`src/rtl/can_clic_arbiter.sv`:
```
// Interrupt arbiter with per-source priority, enable and pending state, plus a nesting stack of running levels.
// Latency: a source event reaches is_interrupt/index/prio two rising edges later (pending latch, then output register).
// Backpressure: the presented candidate is held until take_i accepts it or a better or ineligible state replaces it; no input-to-output paths.
//
// Ports:
//   clk, rst             sole clock; synchronous active-high reset
//   irq_i                raw source lines
//   cfg_we/idx/prio/en   per-entry configuration write
//   take_i, ret_i        core accepts presented interrupt / returns from handler
//   is_interrupt, index, prio   registered candidate presentation
//   level, depth         running priority level and nesting depth
//
// Build option: define CAN_CLIC_EDGE_EN for edge-triggered pending bits
// (set on a rising source edge, cleared by take). Otherwise pending follows
// the source level, registered once per cycle.
module can_clic_arbiter #(
  parameter int NUM_IRQ   = 8,
  parameter int PRIO_BITS = 3,
  parameter int IDX_W     = $clog2(NUM_IRQ)
) (
  input  logic                 clk,
  input  logic                 rst,
  input  logic [NUM_IRQ-1:0]   irq_i,
  input  logic                 cfg_we,
  input  logic [IDX_W-1:0]     cfg_idx,
  input  logic [PRIO_BITS-1:0] cfg_prio,
  input  logic                 cfg_en,
  input  logic                 take_i,
  input  logic                 ret_i,
  output logic                 is_interrupt,
  output logic [IDX_W-1:0]     index,
  output logic [PRIO_BITS-1:0] prio,
  output logic [PRIO_BITS-1:0] level,
  output logic [PRIO_BITS-1:0] depth
);

  // Level strictly rises per take, so at most 2**PRIO_BITS-1 saved levels.
  localparam int STK = 2**PRIO_BITS - 1;

  logic [PRIO_BITS-1:0] prio_r [NUM_IRQ];
  logic [NUM_IRQ-1:0]   en_r;
  logic [NUM_IRQ-1:0]   pend_r;
  logic [NUM_IRQ-1:0]   pend_nxt;
  logic [PRIO_BITS-1:0] stack [STK];

  logic                 win_vld;
  logic [IDX_W-1:0]     win_idx;
  logic [PRIO_BITS-1:0] win_prio;
  logic                 take_ok;
  logic                 ret_ok;

  // Take wins over a simultaneous return; return at depth 0 is a no-op.
  assign take_ok = take_i & is_interrupt;
  assign ret_ok  = ret_i & ~take_i & (depth != '0);

  // Ascending scan with strict '>' keeps the lowest index on priority ties.
  always_comb begin
    win_vld  = 1'b0;
    win_idx  = '0;
    win_prio = '0;
    for (int i = 0; i < NUM_IRQ; i++) begin
      if (pend_r[i] && en_r[i] && (prio_r[i] > level) &&
          (!win_vld || (prio_r[i] > win_prio))) begin
        win_vld  = 1'b1;
        win_idx  = IDX_W'(i);
        win_prio = prio_r[i];
      end
    end
  end

`ifdef CAN_CLIC_EDGE_EN
  logic [NUM_IRQ-1:0] irq_q;
  logic [NUM_IRQ-1:0] take_mask;

  // A new rising edge on the entry being taken keeps its pending bit set.
  always_comb begin
    take_mask = '0;
    if (take_ok) take_mask[index] = 1'b1;
    pend_nxt = (pend_r & ~take_mask) | (irq_i & ~irq_q);
  end

  always_ff @(posedge clk) begin
    if (rst) irq_q <= '0;
    else     irq_q <= irq_i;
  end
`else
  // Level mode: take leaves pending alone; the raised level masks the
  // entry until the handler returns.
  always_comb begin
    pend_nxt = irq_i;
  end
`endif

  always_ff @(posedge clk) begin
    if (rst) begin
      pend_r       <= '0;
      en_r         <= '0;
      is_interrupt <= 1'b0;
      index        <= '0;
      prio         <= '0;
      level        <= '0;
      depth        <= '0;
      for (int i = 0; i < NUM_IRQ; i++) prio_r[i] <= '0;
      for (int i = 0; i < STK; i++)     stack[i]  <= '0;
    end else begin
      pend_r <= pend_nxt;

      for (int i = 0; i < NUM_IRQ; i++) begin
        if (cfg_we && (cfg_idx == IDX_W'(i))) begin
          prio_r[i] <= cfg_prio;
          en_r[i]   <= cfg_en;
        end
      end

      if (take_ok) begin
        stack[depth] <= level;
        level        <= prio;
        depth        <= depth + PRIO_BITS'(1);
        is_interrupt <= 1'b0;
      end else begin
        if (ret_ok) begin
          level <= stack[depth - PRIO_BITS'(1)];
          depth <= depth - PRIO_BITS'(1);
        end
        // Evaluated against the level held before this edge, so a return
        // lets lower entries through one edge later.
        is_interrupt <= win_vld;
        if (win_vld) begin
          index <= win_idx;
          prio  <= win_prio;
        end
      end
    end
  end

endmodule

```
`config.mk`:
```
export PLATFORM = sky130hd
export DESIGN_NAME = can_clic_arbiter
export DESIGN_NICKNAME = d
export VERILOG_FILES = /design/src/rtl/can_clic_arbiter.sv
export SDC_FILE = /design/constraint.sdc
export NUM_CORES = 1
export LEC_CHECK = 0
export ABC_AREA = 0
export BUFFER_PORTS_ARGS = -buffer_cell sky130_fd_sc_hd__buf_2
export CAP_MARGIN = 40
export CORE_MARGIN = 2
export CORE_UTILIZATION = 55
export DETAILED_ROUTE_END_ITERATION = 8
export GPL_TIMING_DRIVEN = 0
export PLACE_DENSITY = 0.83
export REMOVE_ABC_BUFFERS = 1
export SLEW_MARGIN = 10
export SYNTH_ARGS = -nofsm -noshare
export SYNTH_HDL_FRONTEND = slang
export SYNTH_SLANG_ARGS = --single-unit
```
`constraint.sdc`:
```
create_clock -name clk -period 20.4 [get_ports clk]
set_input_delay 5.1 -clock clk [delete_from_list [all_inputs] [get_ports clk]]
set_output_delay 5.1 -clock clk [all_outputs]
set_load 0.01 [all_outputs]
```
-- Word-level counts from Yosys, hierarchy flattened
Memory sizes are Yosys's and may differ from the RTL's.
Cells that the tools add are included.
- output and inout port bits: 13
- flip-flop bits (word level): 29
- bits of input ports: 20
- word-level logic and storage cells: 171
- bits in writable memories: 45
- memories kept: 2
- reductions and logical operators: 51
- magnitude comparators: 15
- equal/unequal tests: 7
- bitwise operators: 13
- $add $sub $neg: 2
- muxes and demuxes: 67
- memory list (name ; words ; width ; read ports ; clocked after memory_dff ; write ports ; RTL line ; RTL):
    prio_r ; 8 ; 3 ; 8 ; 0 ; 8 ; 40 ; logic [PRIO_BITS-1:0] prio_r [NUM_IRQ];
    stack ; 7 ; 3 ; 1 ; 0 ; 7 ; 44 ; logic [PRIO_BITS-1:0] stack [STK];
- operators with widths (cell ; number):
    $mux W3 ; 28
    $gt A3 B3 Y1 ; 15
    $mux W1 ; 39
    $logic_and A1 B1 Y1 ; 31
    $eq A3 B3 Y1 const B ; 4
    $or A1 B1 Y1 ; 8
    $logic_not A1 Y1 ; 7
    $logic_or A1 B1 Y1 ; 7
    $eq A3 B2 Y1 const B ; 2
    $add A3 B1 Y3 const B ; 1
    $and A1 B1 Y1 ; 3
    $eq A3 B1 Y1 const B ; 1
    $logic_not A3 Y1 ; 1
    $reduce_bool A3 Y1 ; 1
    $reduce_or A3 Y1 ; 1
    $sub A3 B1 Y3 const B ; 1
    $not A1 Y1 ; 2
    $reduce_and A2 Y1 ; 1
    $reduce_bool A2 Y1 ; 1
    $reduce_or A2 Y1 ; 1

-- Depth between registers and ports, before layout
Gate-level depths: netlist of run 1.
An unclocked memory read counts as a cell.
- depth after elaboration: 33
- mapped depth: 62

-- Worst setup path before layout of run 1
Ideal clock, no wire load.
- kind: reg-to-reg
- from: register level[1]
- to: register prio[1]
- library setup time: 74 ps
- clock period less this slack: 10345 ps
- arrival: 10271 ps
- slack: 10055 ps
- cell stages (with the launch flop): 61
- path through: dfxtp_1 -> inv_1 -> ha_1 -> nor2b_4 -> o311a_4 -> nand3_1 -> ha_1 -> nor2b_1 -> o21ai_0 -> a32oi_1 -> o21a_1 -> a22oi_1 -> ha_1 -> nor2b_1 -> o21ai_0 -> a32oi_1 -> o21ai_0 -> nor2_1 -> [25 not listed] -> a21boi_0 -> ha_1 -> nor2b_1 -> o21ai_0 -> nand2b_1 -> and3_1 -> a31o_2 -> nand2b_1 -> a21bo_1 -> ha_1 -> nor2b_1 -> o21ai_0 -> a32oi_1 -> nor2b_1 -> a211o_1 -> nor2_1 -> a222oi_1 -> a31oi_1
- word-level cells in the longest chain between the ends: 32
- elaborated cells on any way between the ends: 61
- those cells by class: order compare (15); mux (16); reduce/logical (30)
- ends and longest elaborated chain (item ; RTL line ; RTL):
    start, declared ; 33 ; output logic [PRIO_BITS-1:0] level,
    start signal, assigned ; 117 ; level <= prio;
    start signal, assigned ; 122 ; level <= stack[depth - PRIO_BITS'(1)];
    $gt A3 B3 Y1 ; 62 ; if (pend_r[i] && en_r[i] && (prio_r[i] > level) &&
    $logic_and A1 B1 Y1 ; 62 ;
    $mux W3 or $mux W1 (tied branches) ; 62 ;
    $gt A3 B3 Y1 or $logic_not A1 Y1 (tied branches) ; 63 ; (!win_vld || (prio_r[i] > win_prio))) begin
    $logic_or A1 B1 Y1 ; 63 ;
    $logic_and A1 B1 Y1 ; 62 ;
    $mux W3 or $mux W1 (tied branches) ; 62 ;
    $gt A3 B3 Y1 or $logic_not A1 Y1 (tied branches) ; 63 ;
    [16 not listed] ; -- ;
    $logic_or A1 B1 Y1 ; 63 ;
    $logic_and A1 B1 Y1 ; 62 ;
    $mux W3 or $mux W1 (tied branches) ; 62 ;
    $gt A3 B3 Y1 or $logic_not A1 Y1 (tied branches) ; 63 ;
    $logic_or A1 B1 Y1 ; 63 ;
    $logic_and A1 B1 Y1 ; 62 ;
    $mux W1 ; 62 ;
    $reduce_and A2 Y1 (no line) ; -- ;
    end signal, assigned ; 130 ; prio <= win_prio;
    end, declared ; 32 ; output logic [PRIO_BITS-1:0] prio,
Parallel ways exist; a longest one is shown, timed or not.
A chain may end at the register's enable or synchronous reset.

-- Worst setup path after layout of run 1
- from: register level[1]
- to: register prio[2]
The elaborated chain is that of the path after synthesis.

==> results_dict.tcl, run 1 <==
set metrics [dict create \
    maxSlewViolCount 0 \
    status "completed" \
    rr_startpoint "level[1]" \
    leakage_nw 2.08 \
    ios 33 \
    area_delta_synth_final_pct 9.18 \
    vias_per_cell 6.20 \
    fin_worst_skew_ps 13.9 \
    path_max_fanout 11 \
    intPower_mw 0.246 \
    diodes 0 \
    grt_antenna_before_repair 0 \
    criticalPathCategory "reg -> reg" \
    yosys_warnings 0 \
    met2_usage 0.386 \
    synthFlopType "edfxtp_1" \
    synth_top_family_by_area "simple AND/OR/NAND/NOR gates" \
    synth-seq-cells 77 \
    async_flop_share 0 \
    die_h_microns 95.9 \
    setup_viol 0 \
    post-route-min-period_ps 11930 \
    p_per_area_mw_per_mm2 65.7 \
    switching_power_mw 0.0869 \
    max-vdd-ir-drop_v 0.0000351 \
    tritoncts "yes" \
    wirelength_mm 10.4 \
    syn_inst 456 \
    gp_congestion 0.915 \
    rr_worst_depth 59 \
    avgSynthCellArea_sq_um 10.2 \
    synth_compound_area_frac 0.152 \
    floorplan.die.width_microns 95.9 \
    cts_setup_buffers 0 \
    fin_cells 597 \
    synth_top_area_share 0.291 \
    synth_edf_count 45 \
    start_util 0.566 \
    grt_pass1_wl_mm 17.0 \
    htreeDepth 3 \
    clock-root-buffer "clkbuf_8" \
    grt_usage 0.241 \
    first_pass_iters 5 \
    p_clk_frac 0.336 \
    yosys.area_share.simple 0.205 \
    cp-start-kind "flip-flop" \
    synth.most_common_cell "nor2_1" \
    dr.first_iter.drc_count 425 \
    cpPeakStageDelay_ps 440 \
    busiest_layer "met2" \
    synth-seq-area-share 0.429 \
    fin_nets 555 \
    die_area_sq_mm 0.00920 \
    num_vias 3703 \
    synth-xor-area-share 0.00565 \
    slew_headroom 0.426 \
    arrival_ps 12160 \
    end_kind "flip-flop" \
    cp-startpoint "level[1]" \
    regArea_sq_mm 0.00199 \
    p_comb_frac 0.129 \
    clkLatencyLatePin_ps 350 \
    synth.cells.most_frequent "nor2_1, ha_1, edfxtp_1" \
    max_cap_viol_count 0 \
    r2r_slack_ps 8470 \
    clkTransAtPathRegs_ps 80 \
    drc 0 \
    rows 33 \
    cts_sinks 77 \
    multiInputGateArea_sq_mm 0.00252 \
    io_buffers 32 \
    overflow 0 \
    cp_slowest_cell "dfxtp_1" \
    worstPathRequired_ps 20630 \
    grt_use_met1 0.329 \
    rsz0062_at_grt "no" \
    final-hold-violation-count 0 \
    dpl.hpwl_mm 7.92 \
    endpoint "prio[2]" \
    seq_power_share 0.534 \
    synthAdderAreaFrac 0.129 \
    max-clock-path-buffers 2 \
    fin_crit_sh 0.585 \
    sw_frac_of_total 0.261 \
    coreArea_sq_mm 0.00822 \
    grt_max_degree 51 \
    drive_above_1_share 0.138 \
    grt_pass1_vias 3596 \
    wl_per_cell_microns 17.4 \
    cp_top_family "compound AO/OA/AOI/OAI gates" \
    yosysUniqueCellTypes 59 \
    cp.depth 59 \
    crit_buf_inv 1 \
    muxShareOfSynthArea 0.0506 \
    fillers 632 \
    numCtsBuffers 9 \
    hold_class "reg -> reg" \
    antenna_left 0 \
    synth_top_area_cell "edfxtp_1" \
    tightest_slew_ps 861 \
    max_freq_mhz 83.8 \
    r2r_end "prio[2]" \
    cts.repair.resized 0 \
    synth_area_leaders "edfxtp_1, dfxtp_1, ha_1" \
    use_met3 0.0423 \
    synth_area_sq_mm 0.00465 \
    place_inst 581 \
    hold_buffers 0 \
    setup_tns_ps 0 \
]
-- kinds of logic after synthesis --
logic type | count (synthesis)
flops | 77
xor+xnor | 3
fa+ha+maj | 48
mux | 16
simple gates | 188
compound gates | 90
buf+inv | 34
-- metrics by stage --
| step | instance area [sq um] | worst slack, ps | power (mW) | utilization | hold WS [ps] |
|---|---|---|---|---|---|
| floorplan | 4590 | 10070 | 0.209 | - | 443 |
| global placement | 4890 | 9080 | 0.220 | 0.595 | 472 |
| detailed placement | 4890 | 8630 | 0.224 | 0.595 | 478 |
| CTS | 5070 | 8610 | 0.334 | 0.618 | 489 |
| global route | 5070 | 7540 | 0.346 | 0.618 | 527 |
| finish | 5070 | 8470 | 0.333 | 0.618 | 488 |
-- layout by cell type (no fill, tap or decap), drive strengths merged, types with 3 or more instances in the layout --
cell / n
nor2: 69
ha: 48
edfxtp: 45
dfxtp: 32
buf: 32
nor2b: 31
inv: 23
nand3: 20
nand2b: 20
nand2: 18
o21ai: 17
nor3: 11
o21a: 10
mux2i: 10
clkbuf: 10
a21oi: 8
a22oi: 7
a31oi: 7
a221oi: 7
and3: 6
mux4: 6
and2: 5
o211ai: 4
a32oi: 3
a31o: 3
o22a: 3
o311ai: 3
-- sequential cells by signal (all words and copies together), names as in the netlist, 3 cells and up --
register / cells
depth: 3
en_r: 8
index: 3
level: 3
pend_r: 8
prio: 3
prio_r: 24
stack: 24
-- layer usage --
layer | wire length (microns) | share of wire
met4 | 159 | 0.015
met3 | 732 | 0.070
met2 | 4970 | 0.48
met5 | 0 | 0
met1 | 4550 | 0.44
-- worst reg2reg max path, delay by kind of cell (launching register included) --
family                     cells  cell delay [ps]
buffers and inverters          1              240
and+or+nand+nor               19             2990
AOI/OAI and AO/OA             31             5920
DFF                            1              440
adders and majority gates      8             2230
-- how the worst min path moves through the flow --
stage,to,from,cells past startpoint,slack (ps)
2_1_floorplan,en_r[0],en_r[0],2,440
3_3_place_gp,stack[6][1],stack[6][1],1,470
3_5_place_dp,en_r[0],en_r[0],2,480
4_1_cts,en_r[0],en_r[0],2,490
5_1_grt,index[2],index[2],2,530
6_report,en_r[0],en_r[0],2,490
-- cell type report --
cell class | instances | share of cell area
repair buffers | 32 | 0.0316
inverters | 22 | 0.0163
flip-flops and latches | 77 | 0.393
clock buffers | 10 | 0.0251
well taps | 105 | 0.0259
multi-input cells | 345 | 0.497
clock inverters | 6 | 0.0121
-- power by group through the flow --
stage | Sequential [mW] | Combinational, mW | Clock, mW
finish | 0.178 | 0.0431 | 0.112
global route | 0.179 | 0.0483 | 0.119
CTS | 0.178 | 0.0428 | 0.113
detailed placement | 0.181 | 0.0423 | 0
global placement | 0.181 | 0.0390 | 0
floorplan | 0.179 | 0.0301 | 0
No activity file was read; power rests on OpenSTA's default activity.
==> run 2: changes to the inputs <==
==> constraint.sdc (replaced) <==
create_clock -name clk -period 11.6 [get_ports clk]
set_input_delay 2.9 -clock clk [delete_from_list [all_inputs] [get_ports clk]]
set_output_delay 2.9 -clock clk [all_outputs]
set_load 0.01 [all_outputs]
==> run 2 against run 1 <==
Net effect: fmax up 7.8%; register-to-register slack got worse by 7900 ps; critical path depth unchanged; total power rose by 77%; die area stayed put; hold slack better by 1.9 ps; clock-buffer cell count is the same; sequential share of layout area shrank 1.5 points; clock skew down 0.79 ps.
==> results_dict.tcl, run 2 (synthesis gave the netlist of run 1 again) <==
set metrics [dict create \
    status "completed" \
    fin_nets 576 \
    clock-root-buffer "clkbuf_8" \
    dpl.hpwl_mm 7.92 \
    coreArea_sq_mm 0.00822 \
    fillers 599 \
    cp_top_family "compound AO/OA/AOI/OAI gates" \
    num_vias 3868 \
    path_max_fanout 8 \
    post-route-min-period_ps 11070 \
    vias_per_cell 6.26 \
    grt_use_met1 0.329 \
    dr.first_iter.drc_count 381 \
    cpPeakStageDelay_ps 410 \
    max_freq_mhz 90.4 \
    numCtsBuffers 9 \
    busiest_layer "met2" \
    wirelength_mm 11.1 \
    max-clock-path-buffers 2 \
    tightest_slew_ps 856 \
    ios 33 \
    p_per_area_mw_per_mm2 111 \
    rows 33 \
    maxSlewViolCount 0 \
    drive_above_1_share 0.201 \
    regArea_sq_mm 0.00200 \
    die_area_sq_mm 0.00920 \
    cp-start-kind "flip-flop" \
    leakage_nw 2.19 \
    start_util 0.566 \
    max-vdd-ir-drop_v 0.0000622 \
    io_buffers 32 \
    cts_sinks 77 \
    met2_usage 0.386 \
    clkTransAtPathRegs_ps 80 \
    grt_usage 0.241 \
    antenna_left 0 \
    area_delta_synth_final_pct 14.0 \
    grt_pass1_wl_mm 16.9 \
    clkLatencyLatePin_ps 350 \
    criticalPathCategory "reg -> reg" \
    tritoncts "yes" \
    cp_slowest_cell "dfxtp_4" \
    diodes 0 \
    grt_antenna_before_repair 0 \
    max_cap_viol_count 0 \
    setup_viol 0 \
    arrival_ps 11290 \
    die_h_microns 95.9 \
    multiInputGateArea_sq_mm 0.00257 \
    worstPathRequired_ps 11830 \
    floorplan.die.width_microns 95.9 \
    overflow 0 \
    drc 0 \
    reg_top3 "prio_r (24), stack (24)" \
    final-hold-violation-count 0 \
    fin_worst_skew_ps 13.2 \
    first_pass_iters 5 \
    grt_max_degree 51 \
    slew_headroom 0.424 \
    grt_pass1_vias 3607 \
    htreeDepth 3 \
    crit_buf_inv 3 \
    pre_cts_slack_ps -165 \
    hold_class "reg -> reg" \
    final_common_cell "nor2_1" \
    gp_congestion 0.915 \
    use_met3 0.0415 \
    finish.utilization 0.645 \
    final_cell_mix "nor2_1, ha_1, edfxtp_1, buf_2" \
    fin_ws_ps 535 \
    wl_per_cell_microns 17.9 \
    fin_crit_sh 0.954 \
    end_kind "flip-flop" \
]
==> run 2: final timing paths <==
| kind | startpoint | end | slack [ps] | depth (start not counted) |
|---|---|---|---|---|
| setup / recovery | level[2] | prio[1] | 530 | 59 |
| hold / removal | en_r[0] | en_r[0] | 490 | 2 |
| setup reg to reg | level[2] | prio[1] | 530 | 59 |
| hold reg to reg | en_r[0] | en_r[0] | 490 | 2 |
==> run 2: metal layers <==
metal | up-vias | wire length (microns)
li1 | 1790 | -
met1 | 1869 | 4770
met2 | 182 | 5280
met3 | 27 | 836
met4 | 0 | 187
met5 | - | 0
==> run 2: tightest hold or removal path, cell delays in order (launching register included) <==
cell and delay (ps):
dfxtp_1 330, nand2_1 60, a21oi_1 50
==> run 2: layout make-up <==
cell class | instances | share of cell area
multi-input cells | 345 | 0.485
clock inverters | 6 | 0.0116
inverters | 22 | 0.0170
repair buffers | 53 | 0.0600
clock buffers | 10 | 0.0241
well taps | 105 | 0.0248
flip-flops and latches | 77 | 0.378
==> run 2: stage by stage <==
stage          cells  hold slack (ps)  area, sq um  TNS (ps)  power (mW)
3_5_place_dp     581              478         4890      -413       0.393
3_3_place_gp     581              472         4890         0       0.387
6_report         618              490         5300         0       0.591
2_1_floorplan    444              443         4590         0       0.367
5_1_grt          618              527         5300      -487       0.613
4_1_cts          598              489         5090         0       0.587
==> run 2: repair_timing <==
item,CTS,global route
cloned,0,0
hold buffers,0,0
setup endpoints to repair,4,6
pin swaps,0,7
gates resized for setup,4,19
setup buffers,1,20
==> run 2: power by group <==
group	switching [mW]	internal, mW
combinational	0.0438	0.0368
sequential	0.0132	0.300
clock	0.0975	0.0988
